**src/rtl/loader_defs.sv**
```systemverilog
// Shared definitions for the program loader: FSM state encoding and frame constants.
package loader_defs;

  typedef enum logic [3:0] {
    S_IDLE    = 4'd0,
    S_LEN_HI  = 4'd1,
    S_LEN_LO  = 4'd2,
    S_DATA_HI = 4'd3,
    S_DATA_LO = 4'd4,
    S_WRITE   = 4'd5,
    S_CHK     = 4'd6,
    S_HOLD    = 4'd7,
    S_RUN     = 4'd8,
    S_ERROR   = 4'd9
  } state_e;

  localparam logic [7:0] SYNC_DEFAULT = 8'hA5;

endpackage

```
**src/rtl/loader_rst_seq.sv**
```systemverilog
// CPU reset sequencer: holds reset for RST_HOLD cycles after a start pulse, then releases
// the CPU; an abort pulse reasserts reset immediately.
module loader_rst_seq #(
  parameter int unsigned RST_HOLD = 4
) (
  input  logic i_clk,
  input  logic i_rst,
  input  logic i_start,
  input  logic i_abort,
  output logic o_done_c,
  output logic o_cpu_rst,
  output logic o_run
);

  localparam int unsigned CNT_W = $clog2(RST_HOLD + 1);

  logic [CNT_W-1:0] r_cnt;
  logic             r_cpu_rst;
  logic             r_run;

  // Last hold cycle: the FSM moves to RUN on the same edge that releases reset.
  assign o_done_c  = (r_cnt == CNT_W'(1));
  assign o_cpu_rst = r_cpu_rst;
  assign o_run     = r_run;

  always_ff @(posedge i_clk) begin
    if (i_rst) begin
      r_cnt     <= '0;
      r_cpu_rst <= 1'b1;
      r_run     <= 1'b0;
    end else if (i_abort) begin
      r_cnt     <= '0;
      r_cpu_rst <= 1'b1;
      r_run     <= 1'b0;
    end else if (i_start) begin
      r_cnt     <= CNT_W'(RST_HOLD);
      r_cpu_rst <= 1'b1;
      r_run     <= 1'b0;
    end else if (r_cnt != '0) begin
      r_cnt <= r_cnt - CNT_W'(1);
      if (o_done_c) begin
        r_cpu_rst <= 1'b0;
        r_run     <= 1'b1;
      end
    end
  end

endmodule

```
**src/rtl/prog_loader.sv**
```systemverilog
// Boot loader: parses framed byte stream into 16-bit words, writes instruction RAM,
// verifies an XOR checksum and sequences the CPU out of reset.
module prog_loader
  import loader_defs::*;
#(
  parameter int unsigned ADDR_W   = 8,
  parameter int unsigned RST_HOLD = 4,
  parameter logic [7:0]  SYNC     = SYNC_DEFAULT
) (
  input  logic              i_clk,
  input  logic              i_rst,
  input  logic [7:0]        i_rx_data,
  input  logic              i_rx_valid,
  output logic              o_rx_ready,
  output logic              o_wr_en,
  output logic [ADDR_W-1:0] o_wr_addr,
  output logic [15:0]       o_wr_data,
  output logic              o_cpu_rst,
  output logic              o_run,
  output logic              o_err
);

  localparam int unsigned CNT_W = ADDR_W + 1;
  localparam logic [16:0] DEPTH = 17'(1) << ADDR_W;

  state_e            r_state;
  state_e            w_next;
  logic [7:0]        r_len_hi;
  logic [CNT_W-1:0]  r_cnt;
  logic [ADDR_W-1:0] r_addr;
  logic [7:0]        r_chk;
  logic [7:0]        r_hi;
  logic              r_rx_ready;
  logic              r_wr_en;
  logic [ADDR_W-1:0] r_wr_addr;
  logic [15:0]       r_wr_data;
  logic              r_err;

  logic        w_accept;
  logic        w_is_sync;
  logic [15:0] w_len;
  logic        w_start;
  logic        w_abort;
  logic        w_hold_done;

  assign w_accept  = i_rx_valid & r_rx_ready;
  assign w_is_sync = (i_rx_data == SYNC);
  assign w_len     = {r_len_hi, i_rx_data};
  assign w_start   = (r_state == S_CHK) & w_accept & (i_rx_data == r_chk);
  assign w_abort   = (r_state == S_RUN) & w_accept & w_is_sync;

  assign o_rx_ready = r_rx_ready;
  assign o_wr_en    = r_wr_en;
  assign o_wr_addr  = r_wr_addr;
  assign o_wr_data  = r_wr_data;
  assign o_err      = r_err;

  loader_rst_seq #(
    .RST_HOLD (RST_HOLD)
  ) u_rst_seq (
    .i_clk     (i_clk),
    .i_rst     (i_rst),
    .i_start   (w_start),
    .i_abort   (w_abort),
    .o_done_c  (w_hold_done),
    .o_cpu_rst (o_cpu_rst),
    .o_run     (o_run)
  );

  always_ff @(posedge i_clk) begin
    if (i_rst) r_state <= S_IDLE;
    else       r_state <= w_next;
  end

  always_comb begin
    w_next = r_state;
    case (r_state)
      S_IDLE, S_RUN, S_ERROR: if (w_accept && w_is_sync) w_next = S_LEN_HI;
      S_LEN_HI:  if (w_accept) w_next = S_LEN_LO;
      S_LEN_LO: begin
        if (w_accept) begin
          if ({1'b0, w_len} > DEPTH) w_next = S_ERROR;
          else if (w_len == 16'd0)   w_next = S_CHK;
          else                       w_next = S_DATA_HI;
        end
      end
      S_DATA_HI: if (w_accept) w_next = S_DATA_LO;
      S_DATA_LO: if (w_accept) w_next = S_WRITE;
      S_WRITE:   w_next = (r_cnt == CNT_W'(1)) ? S_CHK : S_DATA_HI;
      S_CHK:     if (w_accept) w_next = w_start ? S_HOLD : S_ERROR;
      S_HOLD:    if (w_hold_done) w_next = S_RUN;
      default:   w_next = S_IDLE;
    endcase
  end

  // Datapath and registered outputs; outputs are decoded from the next state so they
  // line up with the state they belong to from its first cycle.
  always_ff @(posedge i_clk) begin
    if (i_rst) begin
      r_len_hi   <= '0;
      r_cnt      <= '0;
      r_addr     <= '0;
      r_chk      <= '0;
      r_hi       <= '0;
      r_rx_ready <= 1'b1;
      r_wr_en    <= 1'b0;
      r_wr_addr  <= '0;
      r_wr_data  <= '0;
      r_err      <= 1'b0;
    end else begin
      r_rx_ready <= (w_next != S_WRITE) && (w_next != S_HOLD);
      r_wr_en    <= (w_next == S_WRITE);
      r_err      <= (w_next == S_ERROR);
      case (r_state)
        S_IDLE, S_RUN, S_ERROR: begin
          if (w_accept && w_is_sync) begin
            r_len_hi <= '0;
            r_cnt    <= '0;
            r_addr   <= '0;
            r_chk    <= '0;
          end
        end
        S_LEN_HI: if (w_accept) r_len_hi <= i_rx_data;
        // Truncation is safe: oversize lengths go to ERROR and never use the count.
        S_LEN_LO: if (w_accept) r_cnt <= CNT_W'(w_len);
        S_DATA_HI: begin
          if (w_accept) begin
            r_hi  <= i_rx_data;
            r_chk <= r_chk ^ i_rx_data;
          end
        end
        S_DATA_LO: begin
          if (w_accept) begin
            r_chk     <= r_chk ^ i_rx_data;
            r_wr_addr <= r_addr;
            r_wr_data <= {r_hi, i_rx_data};
          end
        end
        S_WRITE: begin
          r_addr <= r_addr + ADDR_W'(1);
          r_cnt  <= r_cnt - CNT_W'(1);
        end
        default: ;
      endcase
    end
  end

endmodule

```
**config.mk**
```make
export PLATFORM = sky130hd
export DESIGN_NAME = prog_loader
export DESIGN_NICKNAME = d
export VERILOG_FILES = /design/src/rtl/loader_defs.sv /design/src/rtl/loader_rst_seq.sv /design/src/rtl/prog_loader.sv
export SDC_FILE = /design/constraint.sdc
export NUM_CORES = 1
export LEC_CHECK = 0
export BUFFER_PORTS_ARGS = -buffer_cell sky130_fd_sc_hd__buf_2
export CELL_PAD_IN_SITES_DETAIL_PLACEMENT = 0
export CELL_PAD_IN_SITES_GLOBAL_PLACEMENT = 1
export CORE_AREA = 2 2 100 102
export CTS_CLUSTER_DIAMETER = 150
export DETAILED_ROUTE_END_ITERATION = 8
export DIE_AREA = 0 0 102 104
export GPL_ROUTABILITY_DRIVEN = 0
export MAX_ROUTING_LAYER = met4
export PLACE_DENSITY = 0.7
export SYNTH_ARGS = -nofsm -noshare
export SYNTH_HDL_FRONTEND = slang
export SYNTH_SLANG_ARGS = --single-unit
export TNS_END_PERCENT = 50
```
**constraint.sdc**
```tcl
create_clock -name i_clk -period 5.29 [get_ports i_clk]
set_clock_uncertainty 0.05 [all_clocks]
set_input_delay 1.058 -clock i_clk [delete_from_list [all_inputs] [get_ports i_clk]]
set_output_delay 1.058 -clock i_clk [all_outputs]
set_load 0.05 [all_outputs]
```
Word level (Yosys, flattened, before mapping)
Cells that the tools add are included.
{"block": "totals", "reg_bits": 77, "input_bits": 11}
{"block": "op_classes", "addsub": 3, "order_cmp": 1, "n_eq_ne": 21, "n_mux": 23, "bitwise_logic": 6, "reduce_logical": 21}
{"cell": "$pmux W8 S2", "n": 3}
{"cell": "$mux W4", "n": 9}
{"cell": "$pmux W4 S8", "n": 1}
{"cell": "$pmux W9 S3", "n": 1}
{"cell": "$mux W8", "n": 3}
{"cell": "$eq A4 B3 Y1 const B", "n": 5}
{"cell": "$mux W9", "n": 2}
{"cell": "$gt A16 B9 Y1 const B", "n": 1}
{"cell": "$logic_not A16 Y1", "n": 1}
{"cell": "$eq A4 B4 Y1 const B", "n": 3}
{"cell": "$mux W3", "n": 4}
{"cell": "$eq A9 B1 Y1 const B", "n": 1}
{"cell": "$reduce_and A3 Y1", "n": 3}
{"cell": "$sub A9 B1 Y9 const B", "n": 1}
{"cell": "$add A8 B1 Y8 const B", "n": 1}
{"cell": "$eq A4 B2 Y1 const B", "n": 2}
{"cell": "$eq A8 B8 Y1", "n": 1}
{"cell": "$eq A8 B8 Y1 const B", "n": 1}
{"cell": "$ne A4 B3 Y1 const B", "n": 2}
{"cell": "$reduce_and A2 Y1", "n": 4}
{"cell": "$reduce_bool A2 Y1", "n": 4}
{"cell": "$xor A8 B8 Y8", "n": 1}
{"cell": "$ne A2 B2 Y1 const B", "n": 3}
{"cell": "$reduce_bool A3 Y1", "n": 2}
{"cell": "other kinds (9)", "n": 16}

Longest topological paths before layout
{"block": "depth", "depth_word": 8, "depth_mapped": 7, "mapped_depth_nobuf": 7}

Cells and area by module
Synthesis repeated with hierarchy kept, for this count alone.
{"block": "unflattened", "hier_cells": 466, "area_unflattened_um2": 3819.9}
{"mod": "prog_loader", "n_inst": 1, "cells_each": 439, "area_per_inst_um2": 3550.9}
{"mod": "loader_rst_seq", "n_inst": 1, "cells_each": 27, "area_per_inst_um2": 269.0}

Worst setup path before layout
No wires, ideal clock.
{"block": "synth_path", "path_type": "in2reg", "from": "in i_rx_data[1]", "to": "reg r_addr[5]", "setup_ns": 0.133, "t_arrival_ns": 2.770, "t_required_ns": 5.107, "slack_ns": 2.337, "cell_stages": 6, "n_path_buf": 1, "path_cell_list": "clkbuf_1 or4_1 or3_1 o31a_1 nor2_1 a311oi_1"}
{"block": "synth_via", "elab_chain_len": 4}
{"item": "start, declared", "line": "prog_loader.sv:12", "rtl": "input logic [7:0] i_rx_data,"}
{"item": "$eq A8 B8 Y1", "line": "prog_loader.sv:47", "rtl": "assign w_is_sync = (i_rx_data == SYNC);"}
{"item": "$logic_and A1 B1 Y1", "line": "prog_loader.sv:116", "rtl": "if (w_accept && w_is_sync) begin"}
{"item": "$ne A2 B2 Y1 (no line)"}
{"item": "$reduce_and A2 Y1 (no line)"}
{"item": "end signal, assigned", "line": "prog_loader.sv:140", "rtl": "r_addr <= r_addr + ADDR_W'(1);"}
{"item": "end, declared", "line": "prog_loader.sv:30", "rtl": "logic [ADDR_W-1:0] r_addr;"}
Every way passes these cells.
A chain may end at the register's enable or synchronous reset.

Worst setup path after layout
{"block": "layout_path", "from": "in i_rx_data[1]", "to": "reg r_addr[4]"}
The elaborated chain is that of the path after synthesis.

==> results_dict.tcl <==
set metrics [dict create \
    r2r-start "r_state[1]$_SDFF_PP0_" \
    place_inst 603 \
    ys_types 57 \
    synth_top_flop_cell "dfxtp_1" \
    yosysWarnings 0 \
    utilization_pct 43.9 \
    clk_latency_ps 350 \
    antenna_found_initial 0 \
    row_count 36 \
    crit_path_start_kind "input pin" \
    critPathRequiredTime_ps 5470 \
    area_growth_pct 13.6 \
    drt-total-wl_um 9550 \
    drtPass1Iterations 4 \
    synth_commonest_cells "nand2_1 (78), dfxtp_1 (77), a21oi_1 (63)" \
    timing.final.crit_share_pct 52.4 \
    ctsResizeCount 0 \
    yosysMostFrequentCell "nand2_1" \
    tightest_slew_ps 957 \
    dpl_cell_area_sq_mm 0.00399 \
    pin_count 40 \
    grt_max_degree 38 \
    viasPerCell 5.46 \
    final_cell_area_sq_mm 0.00419 \
    antenna_cells 0 \
    path_class "in -> reg" \
    nFillCells 989 \
    clk_pin_slew_worst_paths_ps 90 \
    synth-edff-count 0 \
    post-cts-setup-buffer-count 0 \
    root_buffer "clkbuf_8" \
    grt_pass1_vias 3215 \
    routedWlPerCell_um 15.4 \
    hp-start "u_rst_seq.o_cpu_rst$_SDFFE_PP1P_" \
    synth_area_per_cell_sq_um 8.08 \
    clock_path_buffers 2 \
    r2r_cells 5 \
    min_to "u_rst_seq.o_cpu_rst$_SDFFE_PP1P_" \
    hold_path.class "reg -> reg" \
    drive_gt1_share_pct 14.8 \
    fmaxAchievable_mhz 361 \
    yosysTopAreaCellShare_pct 41.8 \
    leakagePower_nw 1.55 \
    rsz0062_at_grt "no" \
    drc 0 \
    critPathMaxFanout 8 \
    cts_made_buffers 9 \
    synth_area_leaders "dfxtp_1 (42%), a21oi_1 (8.5%), nand2_1 (7.9%), clkbuf_1 (3.2%), nor2_1 (3.2%)" \
    die_x_um 102 \
    dp_hpwl_um 6360 \
    grt_pass1_wl_um 16300 \
    core_area_sq_mm 0.00955 \
    r2r_setup_slack_ps 2580 \
    io_buffers 39 \
    yosys.area.top_type "dfxtp_1" \
    holdPathStages 1 \
    synthCells 457 \
    stdcell_count 619 \
    crit_arrival_ps 2950 \
    slew_headroom_pct 35.6 \
    drv_slew 0 \
    num_vias 3378 \
    cts.htree.levels 3 \
    regArea_sq_mm 0.00154 \
    start_util_pct 38.7 \
    r2r-end "r_chk[6]$_SDFFE_PP0P_" \
    die_y_um 104 \
    end_kind "flip-flop" \
    syn_area_sq_mm 0.00369 \
    synth_nets 476 \
    cts_tree "done" \
    power.density_mw_per_mm2 305 \
    ys_ff_latch 77 \
    status "finished clean" \
    multi_input_area_sq_mm 0.00201 \
    finalWorstPathRequiredPeriod_ps 2770 \
    cts.sinks 77 \
    hold_violations 0 \
    yosysSeqAreaShare_pct 41.8 \
    maxCapViolCount 0 \
    finalNetCount 500 \
    cts_hold_repair.buffers 0 \
    setup_viol 0 \
    setup-tns-final_ps 0 \
    ant_nets 0 \
    synthArstFlopShare_pct 0 \
    vdd_drop_max_v 0.0000988 \
    grt_usage_pct 19.7 \
    dieArea_sq_mm 0.0106 \
    grt-ovfl-total 0 \
    drtIter0Drc 170 \
]
==> cell usage in the layout, fill, tap and decap left out, drive strengths merged, types with 9 or more instances in the layout <==
cell / synthesis / routed
buf: 0 / 44
mux2i: 9 / 9
nor2: 31 / 31
o21ai: 20 / 20
nor3: 9 / 9
or4: 9 / 9
nand3b: 10 / 10
dfxtp: 77 / 77
inv: 10 / 11
a21oi: 63 / 63
nand3: 15 / 15
nand2: 78 / 78
clkbuf: 31 / 10
xor2: 12 / 12
==> critical path, stage by stage <==
cell	delay, ps
buf_2	150
or4_1	620
or3_1	450
o31a_1	320
nor2_1	210
a311oi_1	130
==> registers in the layout (all words and copies together), names as in the netlist <==
signal and flops:
o_wr_data 16, r_cnt 9, o_wr_addr 8, r_addr 8
r_chk 8, r_hi 8, r_len_hi 8, r_state 4
u_rst_seq.r_cnt 3, o_err 1, o_rx_ready 1, o_wr_en 1
u_rst_seq.o_cpu_rst 1, u_rst_seq.o_run 1
==> per-stage QoR <==
| stage | power, mW | setup slack (ps) | hold WS, ps |
|---|---|---|---|
| floorplan | 0.788 | 2340 | 376 |
| global placement | 0.835 | 2190 | 379 |
| detailed placement | 0.840 | 2130 | 387 |
| CTS | 1.30 | 2510 | 405 |
| global route | 1.35 | 2350 | 420 |
| finish | 1.28 | 2520 | 403 |
==> kinds of logic (layout without fill, tap and decap cells) <==
logic type	after synthesis	count (layout)	share of synthesized area, %
adder cells (fa/ha/maj)	8	8	2.71
multiplexers	9	9	2.44
buffers and inverters	41	70	4.17
XOR/XNOR	13	13	3.08
AND/OR/NAND/NOR	187	187	25.4
flip-flops	77	77	41.8
AO/OA/AOI/OAI	122	122	20.4
==> worst max path at each step <==
stage / startpoint / end / slack, ps / cells past startpoint
6_report: i_rx_data[1] / r_addr[4]$_SDFFE_PP0P_ / 2520 / 6
3_5_place_dp: i_rx_data[1] / r_chk[1]$_SDFFE_PP0P_ / 2130 / 6
3_3_place_gp: i_rx_valid / r_hi[3]$_SDFFE_PP0P_ / 2190 / 5
2_1_floorplan: i_rx_data[1] / r_addr[5]$_SDFFE_PP0P_ / 2340 / 6
5_1_grt: r_state[1]$_SDFF_PP0_ / r_chk[4]$_SDFFE_PP0P_ / 2350 / 5
4_1_cts: i_rx_data[1] / r_chk[1]$_SDFFE_PP0P_ / 2510 / 6
==> layer usage <==
layer  part of all wire [%]  vias up  GRT usage, %
met5                      0        -             -
met4                    1.4        0          6.00
met3                    3.0       12          2.62
met2                     48       62          30.9
met1                     48     1636          26.2
li1                       -     1668             -
==> report_power, final <==
part / internal [mW] / switching (mW) / leakage, nW
clock: 0.221 / 0.233 / 0.0931
sequential: 0.598 / 0.0231 / 0.622
combinational: 0.0720 / 0.132 / 0.831
total: 0.892 / 0.389 / 1.55
==> layout make-up <==
class / instances / share of cell area, %
Sequential cell: 77 / 36.8
Tap cell: 133 / 3.97
Inverter: 10 / 0.896
Clock inverter: 6 / 1.70
Timing Repair Buffer: 44 / 5.55
Multi-Input combinational cell: 339 / 48.1
Clock buffer: 10 / 3.04
Power figures use the tool's default switching activity.
